--- src/rtl/addsub_pkg.sv ---
// rtl/addsub_pkg.sv - shared state encoding, op codes and saturation bounds for addsub_serial
package addsub_pkg;

    typedef enum logic [1:0] {
        IDLE = 2'd0,
        RUN  = 2'd1,
        DONE = 2'd2
    } state_e;

    localparam logic OP_ADD = 1'b0;
    localparam logic OP_SUB = 1'b1;

    // Two's-complement clamp value for a given width: most negative when neg=1, else most positive.
    function automatic logic [63:0] sat_bound(input int width, input logic neg);
        logic [63:0] max_pos;
        max_pos = (64'd1 << (width - 1)) - 64'd1;
        sat_bound = neg ? ~max_pos : max_pos;
    endfunction

endpackage

--- src/rtl/addsub_digit.sv ---
// rtl/addsub_digit.sv - combinational DIGIT-bit ripple adder slice exposing the carry into its MSB
module addsub_digit
    import addsub_pkg::*;
#(
    parameter int DIGIT = 4
) (
    input  logic [DIGIT-1:0] a_d,
    input  logic [DIGIT-1:0] b_d,
    input  logic             cin,
    output logic [DIGIT-1:0] s_d,
    output logic             cout,
    output logic             c_msb
);

    always_comb begin
        logic c;
        c     = cin;
        c_msb = cin;
        s_d   = '0;
        for (int i = 0; i < DIGIT; i++) begin
            s_d[i] = a_d[i] ^ b_d[i] ^ c;
            if (i == DIGIT - 1) c_msb = c;
            c = (a_d[i] & b_d[i]) | (c & (a_d[i] ^ b_d[i]));
        end
        cout = c;
    end

endmodule

--- src/rtl/addsub_serial.sv ---
// rtl/addsub_serial.sv - digit-serial signed add/subtract with carry/overflow/less-than; ADDSUB_SAT_EN enables result clamping
module addsub_serial
    import addsub_pkg::*;
#(
    parameter int WIDTH = 16,
    parameter int DIGIT = 4
) (
    input  logic             clk,
    input  logic             reset,
    input  logic             start,
    input  logic             op,
    input  logic [WIDTH-1:0] a,
    input  logic [WIDTH-1:0] b,
    output logic             busy,
    output logic             done,
    output logic [WIDTH-1:0] result,
    output logic             carry_out,
    output logic             overflow,
    output logic             lessthan
);

    localparam int N  = WIDTH / DIGIT;
    localparam int CW = (N > 1) ? $clog2(N) : 1;

    state_e             state_q, state_d;
    logic [WIDTH-1:0]   a_sh_q, b_sh_q, res_sh_q;
    logic [CW-1:0]      cnt_q;
    logic               carry_q, op_q;
    logic [WIDTH-1:0]   result_q;
    logic               carry_out_q, overflow_q, lessthan_q;

    logic               accept, last;
    logic [DIGIT-1:0]   s_d;
    logic               cout_d, c_msb_d;
    logic [WIDTH+DIGIT-1:0] res_cat;
    logic [WIDTH-1:0]   res_sh_d, result_d;
    logic               ovf_d, lessthan_d;

    assign accept = start && (state_q != RUN);
    assign last   = (cnt_q == CW'(N - 1));

    addsub_digit #(.DIGIT(DIGIT)) u_digit (
        .a_d   (a_sh_q[DIGIT-1:0]),
        .b_d   (b_sh_q[DIGIT-1:0]),
        .cin   (carry_q),
        .s_d   (s_d),
        .cout  (cout_d),
        .c_msb (c_msb_d)
    );

    // Sum digits enter at the top and drift down, so after N steps digit 0 sits at bit 0.
    assign res_cat    = {s_d, res_sh_q};
    assign res_sh_d   = res_cat[WIDTH+DIGIT-1:DIGIT];
    assign ovf_d      = c_msb_d ^ cout_d;
    assign lessthan_d = (op_q == OP_SUB) && (res_sh_d[WIDTH-1] ^ ovf_d);

`ifdef ADDSUB_SAT_EN
    localparam logic [WIDTH-1:0] SAT_MAX = WIDTH'(sat_bound(WIDTH, 1'b0));
    localparam logic [WIDTH-1:0] SAT_MIN = WIDTH'(sat_bound(WIDTH, 1'b1));

    // A wrapped MSB of 1 on overflow means the true result was positive.
    always_comb begin
        result_d = res_sh_d;
        if (ovf_d) result_d = res_sh_d[WIDTH-1] ? SAT_MAX : SAT_MIN;
    end
`else
    assign result_d = res_sh_d;
`endif

    always_ff @(posedge clk) begin
        if (reset) state_q <= IDLE;
        else       state_q <= state_d;
    end

    always_comb begin
        state_d = state_q;
        case (state_q)
            IDLE:    if (start) state_d = RUN;
            RUN:     if (last)  state_d = DONE;
            DONE:    state_d = start ? RUN : IDLE;
            default: state_d = IDLE;
        endcase
    end

    always_comb begin
        busy = (state_q == RUN);
        done = (state_q == DONE);
    end

    always_ff @(posedge clk) begin
        if (reset) begin
            a_sh_q      <= '0;
            b_sh_q      <= '0;
            res_sh_q    <= '0;
            cnt_q       <= '0;
            carry_q     <= 1'b0;
            op_q        <= OP_ADD;
            result_q    <= '0;
            carry_out_q <= 1'b0;
            overflow_q  <= 1'b0;
            lessthan_q  <= 1'b0;
        end else if (accept) begin
            a_sh_q  <= a;
            b_sh_q  <= (op == OP_SUB) ? ~b : b;
            carry_q <= op;
            op_q    <= op;
            cnt_q   <= '0;
        end else if (state_q == RUN) begin
            a_sh_q   <= a_sh_q >> DIGIT;
            b_sh_q   <= b_sh_q >> DIGIT;
            res_sh_q <= res_sh_d;
            carry_q  <= cout_d;
            cnt_q    <= cnt_q + CW'(1);
            if (last) begin
                result_q    <= result_d;
                carry_out_q <= cout_d;
                overflow_q  <= ovf_d;
                lessthan_q  <= lessthan_d;
            end
        end
    end

    assign result    = result_q;
    assign carry_out = carry_out_q;
    assign overflow  = overflow_q;
    assign lessthan  = lessthan_q;

endmodule

--- config.mk ---
export PLATFORM = sky130hd
export DESIGN_NAME = addsub_serial
export DESIGN_NICKNAME = d
export VERILOG_FILES = /design/src/rtl/addsub_pkg.sv /design/src/rtl/addsub_digit.sv /design/src/rtl/addsub_serial.sv
export SDC_FILE = /design/constraint.sdc
export NUM_CORES = 1
export LEC_CHECK = 0
export BUFFER_PORTS_ARGS = -buffer_cell sky130_fd_sc_hd__buf_2
export CAP_MARGIN = 5
export CORE_UTILIZATION = 26
export DETAILED_ROUTE_END_ITERATION = 6
export HOLD_SLACK_MARGIN = 0.12
export MAX_ROUTING_LAYER = met4
export PLACE_DENSITY_LB_ADDON = 0.12
export SETUP_SLACK_MARGIN = 0.4
export SLEW_MARGIN = 20
export SYNTH_ARGS = -nofsm -noshare
export SYNTH_HDL_FRONTEND = slang
export SYNTH_SLANG_ARGS = --single-unit
--- constraint.sdc ---
create_clock -name clk -period 2.7 [get_ports clk]
set_clock_uncertainty 0.15 [all_clocks]
set_input_delay 0.135 -clock clk [delete_from_list [all_inputs] [get_ports clk]]
set_output_delay 0.135 -clock clk [all_outputs]
set_load 0.05 [all_outputs]
==> results_dict.tcl <==
set metrics [dict create \
    pre_cts_ws_ps 224 \
    syn_nets 378 \
    status "finished, final reports clean" \
    postRouteAntennaNets 0 \
    hold_viol_final 0 \
    ys_ff_latch 69 \
    num-nets-final 470 \
    grt_max_degree 46 \
    die_x_um 109 \
    leakage_nw 1.70 \
    whs_ps 133 \
    drt_pass1_iterations 4 \
    pwr-share-comb_pct 12.2 \
    p_sw_w 0.000657 \
    ys.flop_type "dfxtp_1" \
    tns_ps 0 \
    cts_resized 0 \
    gp_congestion 0.699 \
    synth_most_common_cell "nand2_1" \
    slew_viol_final 0 \
    root_buffer "clkbuf_16" \
    io_buffers 56 \
    wirelength_um 7070 \
    dp.cells 509 \
    initial_utilization_pct 27.0 \
    sw_frac_of_total_pct 23.9 \
    ys_top_cells_by_count "nand2_1, dfxtp_1, a21oi_1" \
    async_reset_ff_share_pct 0 \
    peakVddDrop_uv 334 \
    crit_type "reg -> reg" \
    syn2layout_area_growth_pct 39.2 \
    ff2ff_path_depth 6 \
    max_slew_margin_pct 45.7 \
    vias 2487 \
    yosysTopAreaCell "dfxtp_1" \
    fin_area_um2 4120 \
    crit_fanout 3 \
    grt_antenna_before_repair 0 \
    cts_tree "yes" \
    cts.sinks 69 \
    clk_pin_slew_ps 60 \
    die_h_um 109 \
    p_seq_share_pct 40.4 \
    synth_area_leaders "dfxtp_1, nand2_1, a21oi_1" \
    synth_edf_count 0 \
    p_clk_share_pct 47.4 \
    htreeDepth 3 \
    hpwl_um 4250 \
    first_global_vias 2309 \
    yosysWarnings 0 \
    gr-total-overflow 0 \
    syn-instance-count 336 \
    routedWlPerCell_um 12.3 \
    worst_pin_slew_ps 811 \
    setup_viol 0 \
    fin_crit_sh_pct 88.9 \
    syn_area_um2 2960 \
    fin_crit_ps 2400 \
    hold_class "in -> reg" \
    drt_iter0_drc 94 \
    antennaDiodeCount 0 \
    viasPerCell 4.34 \
    power_density_nw_per_um2 667 \
    worstPathRequired_ps 2800 \
    core-area_um2 10900 \
    clock_latency_ps 330 \
    fmax_mhz 417 \
    fin_cells 573 \
    arrival_ps 2500 \
    synth_cell_types 25 \
    drc_errors 0 \
    drive_gt1_share_pct 20.6 \
    fillers 1183 \
    avgSynthCellArea_um2 8.80 \
    placed_cell_area_um2 3310 \
    cp-end-kind "flip-flop" \
    cp-start-kind "flip-flop" \
    hold_depth 2 \
    dieArea_um2 11800 \
    p_int_w 0.00209 \
    rsz0062_at_grt "true" \
    grt_pass1_wl_um 11400 \
    clk_path_buf_depth 2 \
    grtUsageTotal_pct 13.1 \
    ioPinCount 57 \
    final.setup.worst_slack_ps 301 \
    rows 38 \
    synth_seq_area_share_pct 46.7 \
    timing.max_cap.violations 0 \
    cts_made_buffers 9 \
    yosysTopAreaCellShare_pct 46.7 \
]
-- power by group through the flow --
| stage | clock, W | combinational, W | sequential, W |
|---|---|---|---|
| global placement | 0 | 0.000272 | 0.00113 |
| CTS | 0.00134 | 0.000335 | 0.00111 |
| global route | 0.00139 | 0.000371 | 0.00112 |
| finish | 0.00130 | 0.000334 | 0.00111 |
| floorplan | 0 | 0.000214 | 0.00112 |
| detailed placement | 0 | 0.000274 | 0.00113 |
-- per-layer routing --
| metal | track usage [%] | up-vias | wire length, um |
|---|---|---|---|
| li1 | - | 1302 | - |
| met4 | 4.34 | 0 | 83 |
| met2 | 20.6 | 43 | 3220 |
| met5 | - | - | 0 |
| met3 | 3.77 | 7 | 216 |
| met1 | 16.0 | 1135 | 3550 |
-- cells by family (layout without fill, tap and decap cells) --
family                   count (synthesis)  in the layout  synth area share (%)
AND/OR/NAND/NOR                        118            118                  15.9
XOR/XNOR                                17             17                  5.04
buffers and inverters                   32            129                  6.09
AO/OA/AOI/OAI                           77             77                  16.7
multiplexers                            17             17                  5.76
adder cells (fa/ha/maj)                  6              6                  3.81
flip-flops                              69             69                  46.7
-- layout by cell type, fill, tap and decap left out, drive strengths merged, types with 5 or more instances in the layout --
master / netlist / final
mux2i: 17 / 17
a21oi: 45 / 45
nor2: 36 / 36
xnor2: 17 / 17
dlygate4sd3: 0 / 46
nand2: 72 / 72
inv: 4 / 6
dfxtp: 69 / 69
fa: 5 / 5
a211o: 12 / 12
buf: 17 / 63
a211oi: 18 / 18
clkbuf: 11 / 10
-- final timing paths --
kind,start,endpoint,slack [ps]
worst max register to register,carry_q,overflow,300
worst min-delay path,reset,b_sh_q[0],130
worst min register to register,res_sh_q[4],result[0],290
worst max-delay path,carry_q,overflow,300
-- final cells by class --
| class | instances | area, um2 | share of cell area [%] |
|---|---|---|---|
| multi-input combinational | 235 | 1410 | 34.1 |
| sequential | 69 | 1380 | 33.6 |
| inverter | 4 | 15.0 | 0.365 |
| tap | 140 | 175 | 4.26 |
| clock buffer | 10 | 239 | 5.81 |
| timing repair buffer | 109 | 806 | 19.6 |
| clock inverter | 6 | 93.8 | 2.28 |
-- worst max-delay path, stage by stage (launching register included) --
cell      delay (ps)
dfxtp_2          330
fa_2             380
fa_2             350
fa_2             380
fa_2             370
xnor2_1          130
a211oi_1         220
-- repair_timing --
item                       in CTS  in global routing
hold buffers                   46                  0
pin swaps                       5                  3
cloned                          0                  0
setup buffers                   1                  1
hold endpoints to repair       32                  0
setup endpoints to repair       6                  5
-- stage by stage --
| stage | util (%) | total power (W) |
|---|---|---|
| after floorplan | - | 0.00134 |
| after global placement | 30.3 | 0.00140 |
| after detailed placement | 30.3 | 0.00141 |
| after CTS | 37.6 | 0.00279 |
| after global routing | 37.6 | 0.00287 |
| final | 37.6 | 0.00274 |
-- registers in the layout (all words and copies together) (netlist names) --
signal and count:
lessthan 1, overflow 1, state_q 2, a_sh_q 16, res_sh_q 12, b_sh_q 16
op_q 1, carry_out 1, result 16, carry_q 1, cnt_q 2
(Power assumes the default switching activity.)
